File: config.mk
export PLATFORM = sky130hd
export DESIGN_NAME = intel_emif_reconfig_reset_seq
export DESIGN_NICKNAME = d
export VERILOG_FILES = /design/src/rtl/intel_emif_reconfig_reset_seq.sv
export SDC_FILE = /design/constraint.sdc
export NUM_CORES = 1
export LEC_CHECK = 0
export CAP_MARGIN = 20
export CORE_ASPECT_RATIO = 0.75
export CORE_UTILIZATION = 55
export CTS_BUF_LIST = sky130_fd_sc_hd__clkbuf_16
export DETAILED_ROUTE_END_ITERATION = 7
export PLACE_DENSITY = 0.74
export SLEW_MARGIN = 10
export SYNTH_ARGS = -nofsm -noshare
export SYNTH_HDL_FRONTEND = slang
export SYNTH_SLANG_ARGS = --single-unit
File: constraint.sdc
create_clock -name clk -period 2.8 [get_ports clk]
set_input_delay 0.56 -clock clk [delete_from_list [all_inputs] [get_ports clk]]
set_output_delay 0.56 -clock clk [all_outputs]
set_load 0.01 [all_outputs]
File: src/rtl/intel_emif_reconfig_reset_seq.sv
// rtl/intel_emif_reconfig_reset_seq.sv - EMIF user-reset sequencer for clock-generator reconfiguration
// Holds the EMIF in reset across reconfig plus settle time, then supervises calibration with bounded retries.
module intel_emif_reconfig_reset_seq #(
    parameter logic USER_RESET_ACTIVE_HIGH = 1'b0,
    parameter int   SETTLE_CYCLES          = 1024,
    parameter int   CAL_TIMEOUT_CYCLES     = 1048576,
    parameter int   MAX_RETRIES            = 3,
    parameter int   SYNC_STAGES            = 2
) (
    input  logic       clk,
    input  logic       rst_n,
    input  logic       reconfig_busy,
    input  logic       cal_success,
    input  logic       cal_fail,
    input  logic       retry_req,
    output logic       user_reset,
    output logic       emif_ready,
    output logic       seq_error,
    output logic [3:0] retry_count
);

    localparam int SW = $clog2(SETTLE_CYCLES);
    localparam int TW = $clog2(CAL_TIMEOUT_CYCLES);
    localparam logic [SW-1:0] SETTLE_LAST  = SW'(SETTLE_CYCLES - 1);
    localparam logic [TW-1:0] TIMEOUT_LAST = TW'(CAL_TIMEOUT_CYCLES - 1);
    localparam logic [3:0]    RETRY_MAX    = 4'(MAX_RETRIES);
    localparam logic          RST_ON       = USER_RESET_ACTIVE_HIGH;
    localparam logic          RST_OFF      = ~USER_RESET_ACTIVE_HIGH;

    typedef enum logic [2:0] {
        ST_SETTLE,
        ST_BUSY,
        ST_CAL_WAIT,
        ST_READY,
        ST_ERROR
    } state_t;

    logic [SYNC_STAGES-1:0] busy_sync;
    logic [SYNC_STAGES-1:0] success_sync;
    logic [SYNC_STAGES-1:0] fail_sync;
    logic                   busy_s;
    logic                   success_s;
    logic                   fail_s;

    state_t        state;
    state_t        state_nx;
    logic [SW-1:0] settle_cnt;
    logic [SW-1:0] settle_cnt_nx;
    logic [TW-1:0] cal_tmr;
    logic [TW-1:0] cal_tmr_nx;
    logic [3:0]    retry_nx;

    always_ff @(posedge clk or negedge rst_n) begin
        if (!rst_n) begin
            busy_sync    <= '0;
            success_sync <= '0;
            fail_sync    <= '0;
        end else begin
            busy_sync    <= {busy_sync[SYNC_STAGES-2:0], reconfig_busy};
            success_sync <= {success_sync[SYNC_STAGES-2:0], cal_success};
            fail_sync    <= {fail_sync[SYNC_STAGES-2:0], cal_fail};
        end
    end

    assign busy_s    = busy_sync[SYNC_STAGES-1];
    assign success_s = success_sync[SYNC_STAGES-1];
    assign fail_s    = fail_sync[SYNC_STAGES-1];

    always_comb begin
        state_nx      = state;
        settle_cnt_nx = settle_cnt;
        cal_tmr_nx    = cal_tmr;
        retry_nx      = retry_count;
        if (busy_s) begin
            state_nx      = ST_BUSY;
            settle_cnt_nx = '0;
            cal_tmr_nx    = '0;
            retry_nx      = '0;
        end else begin
            case (state)
                ST_BUSY: begin
                    state_nx      = ST_SETTLE;
                    settle_cnt_nx = '0;
                end
                ST_SETTLE: begin
                    if (settle_cnt == SETTLE_LAST) begin
                        state_nx   = ST_CAL_WAIT;
                        cal_tmr_nx = '0;
                    end else begin
                        settle_cnt_nx = settle_cnt + 1'b1;
                    end
                end
                ST_CAL_WAIT: begin
                    // Failure is evaluated first so a simultaneous fail+success counts as a fail.
                    if (fail_s || (cal_tmr == TIMEOUT_LAST)) begin
                        if (retry_count < RETRY_MAX) begin
                            retry_nx      = retry_count + 4'd1;
                            state_nx      = ST_SETTLE;
                            settle_cnt_nx = '0;
                        end else begin
                            state_nx = ST_ERROR;
                        end
                    end else begin
                        cal_tmr_nx = cal_tmr + 1'b1;
                        if (success_s) begin
                            state_nx = ST_READY;
                        end
                    end
                end
                ST_READY: begin
                    state_nx = ST_READY;
                end
                ST_ERROR: begin
                    if (retry_req) begin
                        state_nx      = ST_SETTLE;
                        settle_cnt_nx = '0;
                        retry_nx      = '0;
                    end
                end
                default: begin
                    state_nx      = ST_SETTLE;
                    settle_cnt_nx = '0;
                end
            endcase
        end
    end

    // Outputs decode the next state so they move on the same edge as the state register.
    always_ff @(posedge clk or negedge rst_n) begin
        if (!rst_n) begin
            state       <= ST_SETTLE;
            settle_cnt  <= '0;
            cal_tmr     <= '0;
            retry_count <= '0;
            user_reset  <= RST_ON;
            emif_ready  <= 1'b0;
            seq_error   <= 1'b0;
        end else begin
            state       <= state_nx;
            settle_cnt  <= settle_cnt_nx;
            cal_tmr     <= cal_tmr_nx;
            retry_count <= retry_nx;
            user_reset  <= ((state_nx == ST_CAL_WAIT) || (state_nx == ST_READY)) ? RST_OFF : RST_ON;
            emif_ready  <= (state_nx == ST_READY);
            seq_error   <= (state_nx == ST_ERROR);
        end
    end

endmodule

# == Word-level counts from Yosys, hierarchy flattened ==
# Cells that the tools add are included.
# op_classes
n_addsub,3
magnitude_cmp,1
n_eq_ne,15
muxes,23
reduce_logical,8
# op_table
cell,n
2-to-1 mux 20 bit,3
2-to-1 mux 10 bit,5
case mux 10 bit (4 select lines),1
case mux 20 bit (2 select lines),1
"adder 20 x 1 -> 20 bit, second input constant",1
"== test 20 bit, second input constant",1
2-to-1 mux 3 bit,6
"inequality test 3 bit, second input constant",6
2-to-1 mux 4 bit,4
"== test 3 x 2 -> 1 bit, second input constant",4
case mux 3 bit (4 select lines),1
"adder 10 x 1 -> 10 bit, second input constant",1
"== test 10 bit, second input constant",1
case mux 4 bit (2 select lines),1
"== test 3 bit, second input constant",2
nonzero test 3 bit,2
AND reduction 5 bit,1
"adder 4 x 1 -> 4 bit, second input constant",1
"less-than comparator 4 x 2 -> 1 bit, second input constant",1
AND reduction 4 bit,1
zero test 3 bit,1
AND reduction 3 bit,1
logical OR 1 bit,2
"inequality test 2 bit, second input constant",1
2-to-1 mux 1 bit,1
# word_totals
register_bits,46
inputBits,6
output_inout_bits,7
word_cells,60

# == Depth between registers and ports, before layout ==
# Gate-level depths: netlist of run 1.
# logic_depth
word_depth,8
ltp_mapped,7
depth_no_buf,6

# == Worst setup path before layout of run 1 ==
# OpenSTA, ideal clock, no wires.
# synth_timing
path_kind,reg2reg
startpoint,register cal_tmr[0]
endpoint,register cal_tmr[9]
setup_ps,132
t_arrival_ps,1893
required_ps,2668
setup_slack_ps,776
path_stages_with_launch,8
period_less_slack_ps,2024
cell_sequence,dfrtp_1 ha_1 and4_1 and3_1 clkbuf_1 a2111oi_0 xnor2_1 nor2_1
# synth_between
elab_chain_cells,4
elab_cells_between_ends,8
# synth_rtl
element,line,source
from (decl),49,logic [TW-1:0] cal_tmr;
from (signal assigned),141,cal_tmr <= cal_tmr_nx;
adder 20 x 1 -> 20 bit / == test 20 bit (equally long branches),"104, 95",
2-to-1 mux 20 bit / logical OR 1 bit (equally long branches),95,if (fail_s || (cal_tmr == TIMEOUT_LAST)) begin
case mux 20 bit (2 select lines) / inequality test 3 bit (equally long branches),n/a,
2-to-1 mux 20 bit / AND reduction 3 bit (equally long branches),n/a,
# Several ways; a longest one is shown, not always the timed one. The select of a mux whose other input is x is not followed.
# A chain may end at the register's enable or synchronous reset.

# == Worst setup path after layout of run 1 ==
# layout_timing
startpoint,register state[0]
endpoint,register cal_tmr[11]
# layout_between
elab_chain_cells,3
elab_cells_between_ends,8
# layout_rtl
element,line,source
from (decl),45,state_t state;
from (signal assigned),139,state <= state_nx;
== test 3 x 2 -> 1 bit / zero test 3 bit (equally long branches),80,case (state)
inequality test 3 bit (no line) (tied with other cells),n/a,
AND reduction 3 bit (no line) / 2-to-1 mux 20 bit (equally long branches),n/a,
# Several ways; a longest one is shown, not always the timed one.

==> impl_metrics.env, run 1 <==
export IMPL_drt_pass1_iter_count=4
export IMPL_r2r_end="cal_tmr[11]"
export IMPL_numPortBuffers=12
export IMPL_power_leakage_nw=1.11
export IMPL_top_layer_used="met4"
export IMPL_endpoint="cal_tmr[11]"
export IMPL_gr_total_overflow=0
export IMPL_yosysWarnings=0
export IMPL_wl_met1_um=2650
export IMPL_std_cell_rows=20
export IMPL_period_needed_ns=2.31
export IMPL_ios=13
export IMPL_clkSinkCount=46
export IMPL_num_fill_cells=353
export IMPL_status="finished, final reports clean"
export IMPL_synth_nets=250
export IMPL_r2r_cells=4
export IMPL_required_ns=2.97
export IMPL_vias=1950
export IMPL_regToRegSetupSlack_ns=0.49
export IMPL_ant_nets=0
export IMPL_post_cts_setup_buffers=0
export IMPL_antenna_found_initial=0
export IMPL_setup_viol=0
export IMPL_design_area_sq_um=2720
export IMPL_post_synth_top_area_cell="dfrtp_1"
export IMPL_synth_area_sq_um=2400
export IMPL_synth_top_cell_area_share=0.480
export IMPL_start_util=0.584
export IMPL_yosys_top_cells_area="dfrtp_1 48%, nand2_1 3.0%, nand4_1 2.9%"
export IMPL_first_global_vias=1807
export IMPL_cp_slowest_cell="or4b_1"
export IMPL_fp_dieH_um=59.2
export IMPL_htree_levels=2
export IMPL_path_clk_slew_ns=0.06
export IMPL_dp_hpwl_um=3550
export IMPL_layout_setup_ws_ns=0.486
export IMPL_slowest_delay_ns=0.76
export IMPL_clkLatencyLatePin_ns=0.29
export IMPL_hold_viol=0
export IMPL_fmaxAchievable_mhz=432
export IMPL_wl_per_cell_um=17.0
export IMPL_vias_per_cell=6.37
export IMPL_dr_wl_met3_um=213
export IMPL_dr_wl_met2_um=2270
export IMPL_synth_area_per_cell_sq_um=9.95
export IMPL_rsz0062_at_grt="false"
export IMPL_grt_usage=0.248
export IMPL_final_util=0.662
export IMPL_drt_iter0_drc=214
export IMPL_startpoint_type="flip-flop"
export IMPL_syn_instance_count=241
export IMPL_crit_type="flip-flop to flip-flop"
export IMPL_placed_area_sq_um=2560
export IMPL_place_congestion=0.881
export IMPL_die_w_um=78.3
export IMPL_fin_crit_sh=0.826
export IMPL_ys_ff_latch=46
export IMPL_synth_edff_count=0
export IMPL_cts_tree="yes"
export IMPL_crit_path_start="state[0]"
export IMPL_grt_max_degree=25
export IMPL_synth_async_sr_flop_share=1.00
export IMPL_cts_resized=0
export IMPL_cts_root_buf="clkbuf_16"
export IMPL_max_cap_viol_count=0
export IMPL_drive_gt1_frac=0.0916
export IMPL_syn_to_final_growth_pct=13.2
export IMPL_reg2reg_from="state[0]"
export IMPL_hold_path_class="input pin to asynchronous set/reset pin"
export IMPL_die_area_sq_um=4630
export IMPL_register_area_sq_um=1150
export IMPL_clockBufferDepth=2
export IMPL_dpl_worst_slack_ns=0.570
export IMPL_synthFlopType="dfrtp_1"
export IMPL_route_detailed_drc=0
export IMPL_peakVddDrop_v=0.000300
export IMPL_path_cells="or4b_1 > a2111oi_0 > xnor2_1 > nor2_1"
export IMPL_slew_violations=0
export IMPL_diodes=0
export IMPL_crit_path_end_kind="flip-flop"
export IMPL_coreArea_sq_um=4100
export IMPL_ys_types=51
export IMPL_seq_area_frac_synth=0.480
export IMPL_critPathArrivalTime_ns=2.48
export IMPL_p_per_area_nw_per_um2=510
export IMPL_setup_tns_ns=0
export IMPL_cts_made_buffers=5
export IMPL_nNetsFinal=260
export IMPL_path_max_fanout=14
export IMPL_grt_pass1_wl_um=8750
export IMPL_fin_skew_ns=0.00774
export IMPL_ctsHoldBuffers=0
export IMPL_power_mw=1.38
export IMPL_finalWirelength_um=5210
export IMPL_slew_headroom=0.554
export IMPL_worst_slew_pin_slew_ns=0.669
export IMPL_multiInputGateArea_sq_um=1170
-- cells by family (layout without fill, tap and decap cells) --
family | Yosys count | count (layout) | share of synthesized area
AND/OR/NAND/NOR | 96 | 96 | 0.225
AO/OA/AOI/OAI | 64 | 64 | 0.198
flip-flops | 46 | 46 | 0.480
buffers and inverters | 19 | 29 | 0.0329
XOR/XNOR | 12 | 12 | 0.0438
adder cells (fa/ha/maj) | 3 | 3 | 0.0157
multiplexers | 1 | 1 | 0.00469
-- per-layer routing --
layer,up-vias,global-route usage
li1,937,-
met1,955,0.372
met2,48,0.356
met3,10,0.0462
met4,0,0.0979
met5,-,0
-- placed cells by master, fill, tap and decap left out, drive strengths merged, types with 3 or more instances in the layout --
master,instances
and4,5
clkbuf,5
a21boi,3
o21ai,8
xor2,5
clkdlybuf4s50,11
a211oi,5
nor4,3
a31oi,5
nand2,19
o211ai,4
xnor2,7
a41oi,3
buf,5
o31ai,3
a311oi,6
nor3,8
nand3,10
and2,3
dfrtp,46
ha,3
and3,8
nand4,11
inv,6
a21oi,14
nand2b,6
nor2,15
-- stage by stage --
stage                     hold WS (ns)  instances
after floorplan                  0.264        241
after detailed placement         0.341        299
after CTS                        0.264        306
after global routing             0.286        306
after global placement           0.333        299
final                            0.239        306
-- final cells by class --
class / instances / share of cell area
Multi-Input combinational cell: 176 / 0.430
Clock inverter: 2 / 0.0124
Tap cell: 55 / 0.0253
Clock buffer: 5 / 0.0461
Inverter: 6 / 0.00829
Sequential cell: 46 / 0.424
Timing Repair Buffer: 16 / 0.0535
-- registers in the layout, indices dropped and copies added (netlist names) --
register / count
busy_sync: 2
cal_tmr: 20
emif_ready: 1
fail_sync: 2
retry_count: 4
seq_error: 1
settle_cnt: 10
state: 3
success_sync: 2
user_reset: 1
-- where the power goes --
group          leakage [nW]  switching [mW]  internal (mW)
clock                0.0773           0.239          0.413
sequential            0.625          0.0121          0.672
combinational         0.409          0.0324         0.0157
total                  1.11           0.283           1.10
-- synthesized netlist by cell type, types with 3 or more instances --
cell type,number
a41oi_1,3
nand2b_1,6
xor2_1,5
a31oi_1,5
o31ai_1,3
xnor2_1,7
nor3_1,7
a21boi_0,3
and2_1,3
dfrtp_1,46
and4_1,5
clkbuf_1,9
nand4_1,11
o211ai_1,4
and3_1,8
nor2_1,15
nand2_1,19
nand3_1,10
a311oi_1,6
ha_1,3
a21oi_1,12
a211oi_1,3
inv_1,6
buf_2,3
o21ai_0,7
-- worst min-delay path by stage --
stage / endpoint / depth (start not counted)
2_1_floorplan: busy_sync[0] / 0
3_3_place_gp: busy_sync[1] / 0
3_5_place_dp: busy_sync[1] / 0
4_1_cts: cal_tmr[16] / 1
5_1_grt: cal_tmr[17] / 1
6_report: cal_tmr[18] / 1
-- worst max-delay path, delay by kind of cell (launching register included) --
kind / cells / cell delay, ns
AOI/OAI and AO/OA: 1 / 0.66
xor gates and xnor gates: 1 / 0.19
DFF: 1 / 0.53
and+or+nand+nor: 2 / 0.82
(Power assumes the default switching activity.)
==> run 2: changes to the inputs <==
--- a/config.mk
+++ b/config.mk
@@ -7,10 +7,10 @@
 export LEC_CHECK = 0
 export CAP_MARGIN = 20
 export CORE_ASPECT_RATIO = 0.75
-export CORE_UTILIZATION = 55
+export CORE_UTILIZATION = 53
 export CTS_BUF_LIST = sky130_fd_sc_hd__clkbuf_16
 export DETAILED_ROUTE_END_ITERATION = 7
-export PLACE_DENSITY = 0.74
+export PLACE_DENSITY = 0.75
 export SLEW_MARGIN = 10
 export SYNTH_ARGS = -nofsm -noshare
 export SYNTH_HDL_FRONTEND = slang
==> constraint.sdc (replaced) <==
create_clock -name clk -period 2.1 [get_ports clk]
set_input_delay 0.42 -clock clk [delete_from_list [all_inputs] [get_ports clk]]
set_output_delay 0.42 -clock clk [all_outputs]
set_load 0.01 [all_outputs]
==> run 2 against run 1 <==
Against the previous run:
- utilization is 3.6 points higher
- sequential share of layout area is 3.2 points lower
- total power is 25% higher
- clock skew is 0.0027 ns higher
- largest power group unchanged
==> impl_metrics.env, run 2 (synthesized netlist as in run 1, its figures left out) <==
export IMPL_hold_path_class="input pin to asynchronous set/reset pin"
export IMPL_fin_skew_ns=0.0104
export IMPL_path_clk_slew_ns=0.06
export IMPL_register_area_sq_um=1150
export IMPL_startpoint_type="flip-flop"
export IMPL_hold_viol=0
export IMPL_vias=2068
export IMPL_fmaxAchievable_mhz=494
export IMPL_die_area_sq_um=4800
export IMPL_slew_violations=0
export IMPL_hold_ws_ns=0.0684
export IMPL_worst_slew_pin_slew_ns=0.506
export IMPL_largest_reg_flops=20
export IMPL_r2r_end="retry_count[0]"
export IMPL_multiInputGateArea_sq_um=1180
export IMPL_layout_common_cells="46 x dfrtp_1, 32 x buf_4, 19 x nand2_1"
export IMPL_htree_levels=2
export IMPL_grt_max_degree=19
export IMPL_dp_hpwl_um=4020
export IMPL_cts_tree="yes"
export IMPL_clkLatencyLatePin_ns=0.28
export IMPL_cts_made_buffers=5
export IMPL_peakVddDrop_v=0.000558
export IMPL_fp_dieH_um=60.3
export IMPL_first_global_vias=1890
export IMPL_setup_viol=0
export IMPL_regToRegSetupSlack_ns=0.08
export IMPL_slowest_delay_ns=0.62
export IMPL_grt_usage=0.266
export IMPL_r2r_cells=5
export IMPL_period_needed_ns=2.02
export IMPL_clkSinkCount=46
export IMPL_critPathArrivalTime_ns=2.19
export IMPL_required_ns=2.27
export IMPL_drive_gt1_frac=0.185
export IMPL_antenna_found_initial=0
export IMPL_numPortBuffers=12
export IMPL_slew_headroom=0.662
export IMPL_ios=13
export IMPL_layout_commonest_cell="dfrtp_1"
export IMPL_cts_root_buf="clkbuf_16"
export IMPL_p_per_area_nw_per_um2=589
export IMPL_crit_type="flip-flop to flip-flop"
export IMPL_die_w_um=79.7
export IMPL_drt_pass1_iter_count=4
export IMPL_status="finished, final reports clean"
export IMPL_crit_path_start="cal_tmr[9]"
export IMPL_max_cap_viol_count=0
export IMPL_nNetsFinal=289
export IMPL_std_cell_rows=20
export IMPL_gr_total_overflow=0
export IMPL_path_max_fanout=5
export IMPL_largest_register="cal_tmr"
export IMPL_fin_crit_sh=0.963
export IMPL_power_leakage_nw=1.26
export IMPL_wl_per_cell_um=16.8
export IMPL_vias_per_cell=6.15
export IMPL_start_util=0.571
export IMPL_path_cells="nand4_1 > or4_4 > o21ai_2 > a21oi_1 > mux2_2"
export IMPL_diodes=0
export IMPL_crit_path_end_kind="flip-flop"
export IMPL_num_fill_cells=316
export IMPL_power_mw=1.73
export IMPL_rsz0062_at_grt="true"
export IMPL_top_regs="cal_tmr (20), settle_cnt (10), retry_count (4)"
export IMPL_clockBufferDepth=2
export IMPL_finalWirelength_um=5650
export IMPL_coreArea_sq_um=4200
export IMPL_cp_slowest_cell="or4_4"
export IMPL_ant_nets=0
export IMPL_grt_pass1_wl_um=9450
export IMPL_endpoint="retry_count[0]"
export IMPL_reg2reg_from="cal_tmr[9]"
export IMPL_drt_iter0_drc=253
export IMPL_route_detailed_drc=0
export IMPL_place_congestion=0.870
export IMPL_syn_to_final_growth_pct=22.3
run 2: changes by cell type in the layout (fill, tap and decap cells not counted), sizes merged:
cell    before  now
bufinv       1    0
inv          6    7
clkinv       1    2
buf          5   34
run 2: power breakdown:
part / switching, mW / internal (mW) / total (mW)
sequential: 0.00928 / 0.896 / 0.906
combinational: 0.0540 / 0.0294 / 0.0834
clock: 0.308 / 0.430 / 0.738
total: 0.371 / 1.36 / 1.73
run 2: metrics by stage:
stage / worst slack (ns) / setup TNS, ns / cell area, sq um / util / std cells
6_report: 0.0770 / 0 / 2930 / 0.698 / 336
5_1_grt: -0.0615 / -0.269 / 2930 / 0.698 / 336
4_1_cts: 0.0844 / 0 / 2880 / 0.685 / 331
3_5_place_dp: 0.0202 / 0 / 2740 / 0.651 / 323
3_3_place_gp: 0.0347 / 0 / 2740 / 0.651 / 323
2_1_floorplan: 0.0755 / 0 / 2400 / - / 241
run 2: routing by layer:
layer  vias up  routed length, um  GRT usage
met3         4                310     0.0550
li1        999                  -          -
met4         0                 36     0.0494
met2        73               2480      0.398
met5         -                  0          0
met1       992               2830      0.397
run 2: layout make-up:
class,instances,area share
clock buffer,5,0.0426
clock inverter,3,0.00426
inverter,6,0.00768
multi-input combinational,176,0.402
sequential,46,0.392
tap,55,0.0235
timing repair buffer,45,0.128
run 2: worst min-delay path by stage:
stage / startpoint / slack (ns) / to / cells after the start
finish: rst_n / 0.07 / cal_tmr[16] / 1
global route: rst_n / 0.10 / cal_tmr[15] / 1
CTS: rst_n / 0.08 / settle_cnt[9] / 1
detailed placement: success_sync[0] / 0.33 / success_sync[1] / 0
global placement: busy_sync[0] / 0.33 / busy_sync[1] / 0
floorplan: rst_n / 0.12 / busy_sync[0] / 0
run 2: what timing repair did:
item	in CTS	in global routing
gates resized for setup	1	2
endpoints found under the hold margin	0	0
hold buffers	0	0
pin swaps	0	3
setup endpoints to repair	1	14
buffers inserted	0	5
cloned	0	0
run 2: worst max-delay path: cells and delay by family (launching register included):
family           cells  cell delay [ns]
multiplexers         1             0.29
AO/OA/AOI/OAI        2             0.36
flip-flops           1             0.39
AND/OR/NAND/NOR      2             0.87
